[src/rtl/traffic_conflict_monitor.sv]
`default_nettype none
// ============================================================================
// Module   : traffic_conflict_monitor
// Function : Independent lamp-side safety monitor. Watches the 16 lamp drives
//            of a two-approach intersection for green/green conflicts, head
//            mismatches, dark approaches and short/skipped yellow. On a trip
//            it latches a fault code, counts the event and drives a flash
//            override until an operator clear is accepted.
// Revision : 1.0 - initial release
// ============================================================================
module traffic_conflict_monitor #(
  parameter int PERSIST_CYC    = 4,
  parameter int MIN_YELLOW_CYC = 150,
  parameter int STARTUP_CYC    = 8,
  parameter int FLASH_CYC      = 25
) (
  input  logic       clk,
  input  logic       reset_n,
  input  logic [7:0] a_lamps,
  input  logic [7:0] b_lamps,
  input  logic       clear,
  output logic       fault,
  output logic [2:0] fault_code,
  output logic [1:0] fault_appr,
  output logic       flash_out,
  output logic [7:0] fault_cnt
);

  localparam int PW = $clog2(PERSIST_CYC + 1);
  localparam int YW = $clog2(MIN_YELLOW_CYC + 1);
  localparam int SW = $clog2(STARTUP_CYC + 1);
  localparam int FW = $clog2(FLASH_CYC + 1);

  localparam logic [PW-1:0] P_MAX  = PW'(PERSIST_CYC);
  localparam logic [PW-1:0] P_LAST = PW'(PERSIST_CYC - 1);
  localparam logic [YW-1:0] Y_MIN  = YW'(MIN_YELLOW_CYC);
  localparam logic [SW-1:0] S_LAST = SW'(STARTUP_CYC - 1);
  localparam logic [FW-1:0] F_LAST = FW'(FLASH_CYC - 1);

  localparam logic [2:0] CODE_NONE     = 3'd0;
  localparam logic [2:0] CODE_CONFLICT = 3'd1;
  localparam logic [2:0] CODE_MISMATCH = 3'd2;
  localparam logic [2:0] CODE_DARK     = 3'd3;
  localparam logic [2:0] CODE_SHORT_Y  = 3'd4;

  typedef enum logic [1:0] {
    STARTUP = 2'd0,
    MONITOR = 2'd1,
    FAULT   = 2'd2
  } state_t;

  state_t state, state_nx;

  // Index 0 is approach A, index 1 is approach B throughout.
  logic [1:0][7:0] lamps;
  logic [1:0]      grn, yel, red, mism, dark, short_ev;
  logic            conflict, any_mism, any_dark;
  logic            checking, clr_accept, cnt_hold;

  logic [PW-1:0]   conf_cnt, mism_cnt, dark_cnt;
  logic            trip_conf, trip_mism, trip_dark, trip_short;
  logic [2:0]      win_code;
  logic [1:0]      win_appr;

  logic [SW-1:0]   start_cnt, start_cnt_nx;
  logic [FW-1:0]   flash_cnt, flash_cnt_nx;
  logic            fault_nx, flash_nx;
  logic [2:0]      code_nx;
  logic [1:0]      appr_nx;
  logic [7:0]      fcnt_nx;

  assign lamps      = {b_lamps, a_lamps};
  assign conflict   = grn[0] & grn[1];
  assign any_mism   = |mism;
  assign any_dark   = |dark;
  assign checking   = (state != STARTUP);
  // A clear is honoured only once every level condition has gone away.
  assign clr_accept = (state == FAULT) & clear & ~(conflict | any_mism | any_dark);
  assign cnt_hold   = ~checking | clr_accept;

  generate
    for (genvar i = 0; i < 2; i++) begin : g_appr
      logic [YW-1:0] yrun;
      logic          prev_grn;
      logic          prev_yel;

      // Lamp bit order: G1 G2 GL1 GL2 Y1 Y2 R1 R2 (MSB first)
      assign grn[i]  = |lamps[i][7:4];
      assign yel[i]  = |lamps[i][3:2];
      assign red[i]  = |lamps[i][1:0];
      assign mism[i] = (lamps[i][7] ^ lamps[i][6]) | (lamps[i][5] ^ lamps[i][4]) |
                       (lamps[i][3] ^ lamps[i][2]) | (lamps[i][1] ^ lamps[i][0]);
      assign dark[i] = ~(grn[i] | yel[i] | red[i]);

      // Entering red straight after a too-short yellow, or straight from green.
      // Yellow back to green (controller abort) is deliberately not flagged.
      assign short_ev[i] = red[i] & ~yel[i] &
                           ((prev_yel & (yrun < Y_MIN)) | (prev_grn & ~grn[i]));

      // Lamp history follows the inputs at all times, including startup
      always_ff @(posedge clk or negedge reset_n) begin
        if (!reset_n) begin
          prev_grn <= 1'b0;
          prev_yel <= 1'b0;
        end else begin
          prev_grn <= grn[i];
          prev_yel <= yel[i];
        end
      end

      // Length of the current yellow run, saturating at the legal minimum
      always_ff @(posedge clk or negedge reset_n) begin
        if (!reset_n) begin
          yrun <= '0;
        end else if (cnt_hold || !yel[i]) begin
          yrun <= '0;
        end else if (yrun != Y_MIN) begin
          yrun <= yrun + YW'(1);
        end
      end
    end
  endgenerate

  function automatic logic [PW-1:0] pnext(input logic raw, input logic [PW-1:0] cnt);
    if (!raw) begin
      return '0;
    end else if (cnt == P_MAX) begin
      return P_MAX;
    end
    return cnt + PW'(1);
  endfunction

  // Persistence counters: consecutive sampled-high edges per condition class
  always_ff @(posedge clk or negedge reset_n) begin
    if (!reset_n) begin
      conf_cnt <= '0;
      mism_cnt <= '0;
      dark_cnt <= '0;
    end else if (cnt_hold) begin
      conf_cnt <= '0;
      mism_cnt <= '0;
      dark_cnt <= '0;
    end else begin
      conf_cnt <= pnext(conflict, conf_cnt);
      mism_cnt <= pnext(any_mism, mism_cnt);
      dark_cnt <= pnext(any_dark, dark_cnt);
    end
  end

  // A class trips on the edge that carries its counter up to the threshold.
  assign trip_conf  = conflict & (conf_cnt == P_LAST);
  assign trip_mism  = any_mism & (mism_cnt == P_LAST);
  assign trip_dark  = any_dark & (dark_cnt == P_LAST);
  assign trip_short = |short_ev;

  // Priority select of the winning fault class and the approaches involved
  always_comb begin
    win_code = CODE_NONE;
    win_appr = 2'b00;
    if (trip_conf) begin
      win_code = CODE_CONFLICT;
      win_appr = 2'b11;
    end else if (trip_dark) begin
      win_code = CODE_DARK;
      win_appr = dark;
    end else if (trip_mism) begin
      win_code = CODE_MISMATCH;
      win_appr = mism;
    end else if (trip_short) begin
      win_code = CODE_SHORT_Y;
      win_appr = short_ev;
    end
  end

  // State register and registered outputs
  always_ff @(posedge clk or negedge reset_n) begin
    if (!reset_n) begin
      state      <= STARTUP;
      start_cnt  <= '0;
      flash_cnt  <= '0;
      fault      <= 1'b0;
      fault_code <= CODE_NONE;
      fault_appr <= 2'b00;
      flash_out  <= 1'b0;
      fault_cnt  <= 8'd0;
    end else begin
      state      <= state_nx;
      start_cnt  <= start_cnt_nx;
      flash_cnt  <= flash_cnt_nx;
      fault      <= fault_nx;
      fault_code <= code_nx;
      fault_appr <= appr_nx;
      flash_out  <= flash_nx;
      fault_cnt  <= fcnt_nx;
    end
  end

  // Next-state and next-output logic
  always_comb begin
    state_nx     = state;
    start_cnt_nx = start_cnt;
    flash_cnt_nx = flash_cnt;
    fault_nx     = fault;
    code_nx      = fault_code;
    appr_nx      = fault_appr;
    flash_nx     = flash_out;
    fcnt_nx      = fault_cnt;
    case (state)
      STARTUP: begin
        if (start_cnt == S_LAST) begin
          state_nx     = MONITOR;
          start_cnt_nx = '0;
        end else begin
          start_cnt_nx = start_cnt + SW'(1);
        end
      end
      MONITOR: begin
        if (win_code != CODE_NONE) begin
          state_nx     = FAULT;
          fault_nx     = 1'b1;
          code_nx      = win_code;
          appr_nx      = win_appr;
          flash_nx     = 1'b1;
          flash_cnt_nx = '0;
          if (fault_cnt != 8'hFF) begin
            fcnt_nx = fault_cnt + 8'd1;
          end
        end
      end
      FAULT: begin
        if (clr_accept) begin
          state_nx     = MONITOR;
          fault_nx     = 1'b0;
          code_nx      = CODE_NONE;
          appr_nx      = 2'b00;
          flash_nx     = 1'b0;
          flash_cnt_nx = '0;
        end else if (flash_cnt == F_LAST) begin
          flash_nx     = ~flash_out;
          flash_cnt_nx = '0;
        end else begin
          flash_cnt_nx = flash_cnt + FW'(1);
        end
      end
      default: begin
        state_nx = STARTUP;
      end
    endcase
  end

endmodule
`default_nettype wire

[config.mk]
export PLATFORM = sky130hd
export DESIGN_NAME = traffic_conflict_monitor
export DESIGN_NICKNAME = d
export VERILOG_FILES = /design/src/rtl/traffic_conflict_monitor.sv
export SDC_FILE = /design/constraint.sdc
export NUM_CORES = 1
export LEC_CHECK = 0
export ABC_AREA = 0
export CORE_ASPECT_RATIO = 1.5
export CORE_UTILIZATION = 30
export CTS_CLUSTER_DIAMETER = 60
export DETAILED_ROUTE_END_ITERATION = 6
export GPL_TIMING_DRIVEN = 0
export HOLD_SLACK_MARGIN = 0.02
export PLACE_DENSITY = 0.51
export SYNTH_ARGS = -nofsm -noshare
export SYNTH_HDL_FRONTEND = slang
export SYNTH_SLANG_ARGS = --single-unit
export TNS_END_PERCENT = 100
[constraint.sdc]
create_clock -name clk -period 2.9 [get_ports clk]
set_input_delay 0.58 -clock clk [delete_from_list [all_inputs] [get_ports clk]]
set_output_delay 0.58 -clock clk [all_outputs]
set_load 0.03 [all_outputs]
==> results of run 1 <==
area by class of cell:
type                            instances  share of cell area [%]
Inverter                               36                    3.53
Clock buffer                            6                    3.36
Buffer                                  8                   0.979
Timing Repair Buffer                   37                    9.60
Multi-Input combinational cell        227                    41.2
Clock inverter                          2                    1.57
Tap cell                              117                    3.82
Sequential cell                        55                    35.9
cell usage in the layout (no fill, tap or decap), types with 2 or more instances in the layout:
cell	count
bufinv_16	2
dfrtp_1	55
o2111ai_1	2
inv_1	36
xor2_1	12
and2_1	2
and3_1	10
nand4_1	6
nor3_1	5
xnor2_1	7
nand3b_1	2
and4_1	3
nand2_1	27
a21oi_1	8
o21ai_0	17
a22o_1	2
nand3_2	2
mux2_4	2
nor2b_1	5
a211oi_1	5
clkbuf_16	5
clkbuf_1	8
or4_4	2
clkdlybuf4s50_1	32
ha_1	28
o31ai_1	3
a31oi_1	4
nand3_1	22
buf_4	3
mux2_2	2
nor2_1	28
or3_1	2
or4_1	4
flip-flops by register name, indices dropped and copies added (netlist names), 3 cells and up:
signal,flops
g_appr.yrun,16
mism_cnt,3
fault_cnt,8
dark_cnt,3
conf_cnt,3
fault_code,3
flash_cnt,5
start_cnt,4
per-layer routing:
layer	global-route usage, %	vias to the layer above	wire, um
met5	0	-	0
met4	5.58	0	167
met3	1.82	9	120
met2	25.2	35	3430
met1	14.7	1185	2810
li1	-	1209	-
worst max-delay path: stages:
cell             delay, ps
clkdlybuf4s50_1        450
inv_1                   40
ha_1                   280
or4_4                  600
o21ai_4                200
and4_4                 250
nand3_2                160
nand3_2                120
mux2_2                 330
metrics by stage:
stage               TNS (ps)  area (sq um)
floorplan                  0          3090
global placement      -41090          3570
detailed placement     -8340          3580
CTS                        0          3790
global route               0          3830
finish                     0          3830
kinds of logic (layout without fill, tap and decap cells):
kind of cell / after synthesis / in the layout / synth area share [%]
multiplexers: 5 / 5 / 1.90
AND/OR/NAND/NOR: 126 / 126 / 21.0
flip-flops: 55 / 55 / 44.5
adder cells (fa/ha/maj): 28 / 28 / 11.3
AO/OA/AOI/OAI: 49 / 49 / 10.3
buffers and inverters: 44 / 89 / 5.58
XOR/XNOR: 19 / 19 / 5.38
how the worst max path moves through the flow:
stage / start / end / slack [ps]
global placement: reset_n / g_appr[0].yrun[6] / -600
finish: a_lamps[0] / state[1] / 70
CTS: a_lamps[4] / fault_cnt[1] / 20
detailed placement: a_lamps[6] / flash_out / -420
global route: a_lamps[0] / state[1] / 6
floorplan: b_lamps[4] / state[1] / 340
power by group through the flow:
stage               logic [mW]  clock network [mW]  registers, mW
detailed placement        1.21                   0           1.15
finish                    1.24               0.770           1.13
global route              1.38               0.822           1.17
global placement          1.18                   0           1.14
CTS                       1.22               0.793           1.14
floorplan                0.698                   0           1.24
what timing repair did:
item	in CTS	in global routing
buffers inserted	0	3
gates resized for setup	3	5
pin swaps	0	4
setup endpoints to repair	2	22
==> results.json, run 1 <==
{
  "clk_pin_slew_ps": 70,
  "synth-edff-count": 0,
  "outcome": "complete, but fails checks",
  "multi_input_area_sq_um": 1580,
  "slew_viol_final": 0,
  "drc_errors": 5,
  "dr.first_iter.drc_count": 72,
  "ys_top_cells_by_count": "dfrtp_1 (55), inv_1 (36), ha_1 (28), nor2_1 (28), nand2_1 (27)",
  "post-route-util_pct": 38.0,
  "hp-class": "in -> async",
  "netSwitchingFraction_pct": 36.4,
  "regToRegEndpoint": "flash_out",
  "nets": 417,
  "syn_nets": 373,
  "initial_core_util_pct": 30.7,
  "r2r_start": "state[0]",
  "place_inst": 477,
  "grt_pass1_wl_um": 11400,
  "rsz0062_at_grt": "false",
  "slew_headroom_pct": 52.4,
  "post_drt_via_cell_ratio": 5.00,
  "fp.dieW_um": 84.9,
  "place_congestion": 0.776,
  "fin_hold_ws_ps": 330,
  "antenna_left": 0,
  "crit_path_max_fanout": 5,
  "hold_viol": 0,
  "syn_avg_cell_area_sq_um": 9.49,
  "grt_pass1_vias": 2435,
  "cts_tree": "done",
  "fillCellCount": 1020,
  "r2r_slack_ps": 620,
  "r2r_cells": 8,
  "cts-buffers-inserted": 5,
  "synth.top_cell.area_share_pct": 44.5,
  "cp.arrival_ps": 3010,
  "fin_cells": 488,
  "ys_types": 41,
  "core_area_sq_um": 10100,
  "die_h_um": 126,
  "synth_most_common_cell": "dfrtp_1",
  "setup_ws_ps": 70.4,
  "fp.dieArea_sq_um": 10700,
  "p_switching_mw": 1.14,
  "p_per_area_nw_per_um2": 819,
  "route.vias.total": 2438,
  "power_frac_seq_pct": 36.1,
  "power_mw": 3.14,
  "p_leak_nw": 1.77,
  "power_frac_clock_pct": 24.5,
  "drt-total-wl_um": 6530,
  "yosysTopAreaCell": "dfrtp_1",
  "syn_inst": 326,
  "worst_slew_pin_slew_ps": 713,
  "wl_per_cell_um": 13.4,
  "synthFlopType": "dfrtp_1",
  "root_buffer": "clkbuf_16",
  "seq_area_sq_um": 1380,
  "violations": "design-rule violations",
  "finClkSkew_ps": 4.27,
  "ir_worst_vdd_v": 0.000461,
  "area_growth_pct": 23.9,
  "grt_max_degree": 31,
  "clk_path_buf_depth": 2,
  "clock_latency_ps": 290,
  "comb_power_share_pct": 39.3,
  "intPower_mw": 2.00,
  "timing.fmax_mhz": 353,
  "htreeDepth": 2,
  "portBuffers": 33,
  "layout-drive-gt1-share_pct": 7.82,
  "async_flop_share_pct": 100,
  "synth_area_sq_um": 3090,
  "cts_sinks": 55,
  "diodes": 0,
  "dp_hpwl_um": 5010,
  "grt_use_total_pct": 13.3,
  "ios": 34,
  "rows": 45,
  "cts_hold_buf": 0,
  "grt.overflow.total": 0,
  "dr.pass1.iters": 6,
  "pre_cts_slack_ps": -421,
  "ys_warn_count": 0,
  "cp.required_ps": 3080,
  "synthTopCellsByArea": "dfrtp_1 (44%), ha_1 (11%), inv_1 (4.4%), nand3_1 (3.9%), nor2_1 (3.4%)",
  "end_kind": "flop",
  "critPathKind": "in -> reg",
  "post-route-period-util_pct": 97.6,
  "synth_seq_area_share_pct": 44.5,
  "maxCapViolCount": 0,
  "min_period_ps": 2830,
  "ys_ff_latch": 55,
  "setup_viol": 0,
  "antenna_found_initial": 0,
  "startpoint_type": "primary input"
}
Note: power is estimated with default switching activity, not from simulation.
==> inputs of run 2 (changes only) <==
--- a/config.mk
+++ b/config.mk
@@ -10,9 +10,10 @@
 export CORE_UTILIZATION = 30
 export CTS_CLUSTER_DIAMETER = 60
 export DETAILED_ROUTE_END_ITERATION = 6
+export DONT_BUFFER_PORTS = 1
 export GPL_TIMING_DRIVEN = 0
 export HOLD_SLACK_MARGIN = 0.02
-export PLACE_DENSITY = 0.51
+export PLACE_DENSITY = 0.47
 export SYNTH_ARGS = -nofsm -noshare
 export SYNTH_HDL_FRONTEND = slang
 export SYNTH_SLANG_ARGS = --single-unit
==> run 2 against run 1 <==
The flow still finishes with violations (design-rule violations); first-iteration DRC count shrank 8.3%; count of clock-buffer cells in the layout is the same; largest power group is now sequential cells; wire length shrank 2.1%; global-route usage fell by 0.19 points; sequential power is 13% higher; hold slack got worse by 190 ps; critical endpoint is now flash_out; design area shrank 11%; largest cell class unchanged.
==> results.json, run 2 (same netlist as run 1, synthesis figures left out) <==
{
  "clk_path_buf_depth": 2,
  "path_common_cell": "inv_1",
  "cp_top_family": "compound AO/OA/AOI/OAI gates",
  "place_congestion": 0.740,
  "regToRegEndpoint": "flash_out",
  "grt.overflow.total": 0,
  "final_cell_mix": "dfrtp_1 (55), inv_1 (36), nor2_1 (28), ha_1 (28), nand2_1 (27)",
  "fp.dieArea_sq_um": 10700,
  "drc_errors": 2,
  "route.vias.total": 2253,
  "min_period_ps": 2570,
  "rows": 45,
  "htreeDepth": 2,
  "r2r_start": "state[0]",
  "finClkSkew_ps": 4.83,
  "fillCellCount": 1025,
  "reg.largest.list": "g_appr.yrun x16, fault_cnt x8, flash_cnt x5",
  "clk_pin_slew_ps": 70,
  "clock_latency_ps": 290,
  "multi_input_area_sq_um": 1540,
  "worst_slew_pin_slew_ps": 800,
  "dp_hpwl_um": 4820,
  "dr.first_iter.drc_count": 66,
  "antenna_found_initial": 0,
  "drt-total-wl_um": 6400,
  "cp.required_ps": 3080,
  "p_per_area_nw_per_um2": 815,
  "grt_pass1_wl_um": 11100,
  "antenna_left": 0,
  "maxCapViolCount": 0,
  "critPathBufInv": 3,
  "portBuffers": 0,
  "wl_per_cell_um": 14.2,
  "layout_commonest_cell": "dfrtp_1",
  "timing.fmax_mhz": 389,
  "largest-register": "g_appr.yrun",
  "fp.dieW_um": 84.9,
  "cts-buffers-inserted": 5,
  "grt_use_total_pct": 13.1,
  "cp.arrival_ps": 2750,
  "setup_viol": 0,
  "cts_sinks": 55,
  "ir_worst_vdd_v": 0.000234,
  "seq_area_sq_um": 1380,
  "layout-drive-gt1-share_pct": 5.69,
  "slew_viol_final": 0,
  "critPathKind": "reg -> reg",
  "critPathSlowestCell": "a31oi_1",
  "postCtsSetupBuffers": 0,
  "cts_tree": "done",
  "crit_path_max_fanout": 9,
  "post-route-period-util_pct": 88.5,
  "r2r_cells": 8,
  "largest_reg_flops": 16,
  "diodes": 0,
  "hp-class": "in -> async",
  "core_area_sq_um": 10100,
  "hold_viol": 0,
  "nets": 381,
  "r2r_slack_ps": 330,
  "fin_hold_ws_ps": 138,
  "slew_headroom_pct": 46.4,
  "area_growth_pct": 10.3,
  "grt_pass1_vias": 2287,
  "dr.pass1.iters": 6,
  "post_drt_via_cell_ratio": 5.00,
  "ios": 34,
  "ctsResizeCount": 0,
  "outcome": "complete, but fails checks",
  "violations": "design-rule violations",
  "grt_max_degree": 56,
  "startpoint_type": "flop",
  "p_leak_nw": 1.60,
  "cpPeakStageDelay_ps": 630,
  "crit_chain": "inv_1 -> ha_1 -> clkbuf_1 -> inv_1 -> a31oi_1 -> nand2_1 -> nand3_1 -> mux2_4",
  "root_buffer": "clkbuf_16",
  "initial_core_util_pct": 30.7,
  "die_h_um": 126,
  "rsz0062_at_grt": "false",
  "fin_tns_setup_ps": 0,
  "cts_hold_buf": 1,
  "end_kind": "flop"
}
## run 2: changes by cell type in the layout (fill, tap and decap cells not counted), moves of 2 or more
cell,previous run,this run
buf_4,3,0
bufinv_16,2,0
clkdlybuf4s50_1,32,0
nand3_1,22,24
nand3_2,2,0
## run 2: final cells by class
cell class | instances | area share (%)
Buffer | 8 | 1.10
Multi-Input combinational cell | 227 | 45.3
Clock buffer | 6 | 4.07
Clock inverter | 1 | 0.147
Tap cell | 117 | 4.29
Inverter | 36 | 3.96
Timing Repair Buffer | 1 | 0.807
Sequential cell | 55 | 40.4
## run 2: metal layers
layer | GRT usage, % | share of wire, % | up-vias
met4 | 5.18 | 2.3 | 0
met5 | 0 | 0 | -
li1 | - | - | 1141
met2 | 23.9 | 52 | 28
met1 | 14.8 | 43 | 1075
met3 | 2.80 | 2.7 | 9
## run 2: how the worst max path moves through the flow
| stage | from | to | cells past startpoint |
|---|---|---|---|
| 2_1_floorplan | b_lamps[4] | state[1] | 8 |
| 3_3_place_gp | b_lamps[2] | state[1] | 8 |
| 3_5_place_dp | b_lamps[2] | state[1] | 8 |
| 4_1_cts | state[0] | flash_out | 8 |
| 5_1_grt | state[0] | flash_out | 8 |
| 6_report | state[0] | flash_out | 8 |
## run 2: where the power goes
| group | switching [mW] | internal (mW) |
|---|---|---|
| clock | 0.265 | 0.338 |
| sequential | 0.320 | 0.960 |
| combinational | 0.518 | 0.379 |
| total | 1.10 | 1.68 |
## run 2: stage by stage
stage               utilization [%]  worst slack (ps)  area, sq um  cells  total power, mW
floorplan                         -               343         3090    326             1.94
global placement               32.1              31.0         3240    443             2.17
detailed placement             32.1              6.73         3240    443             2.19
CTS                            33.8               317         3410    451             2.83
global route                   33.8              94.6         3410    451             3.01
finish                         33.8               332         3410    451             2.78
==> inputs of run 3 (changes only) <==
--- a/config.mk
+++ b/config.mk
@@ -8,7 +8,6 @@
 export ABC_AREA = 0
 export CORE_ASPECT_RATIO = 1.5
 export CORE_UTILIZATION = 30
-export CTS_CLUSTER_DIAMETER = 60
 export DETAILED_ROUTE_END_ITERATION = 6
 export DONT_BUFFER_PORTS = 1
 export GPL_TIMING_DRIVEN = 0
==> results of run 3 <==
Final layout, timing and power as in run 2 (identical DEF).
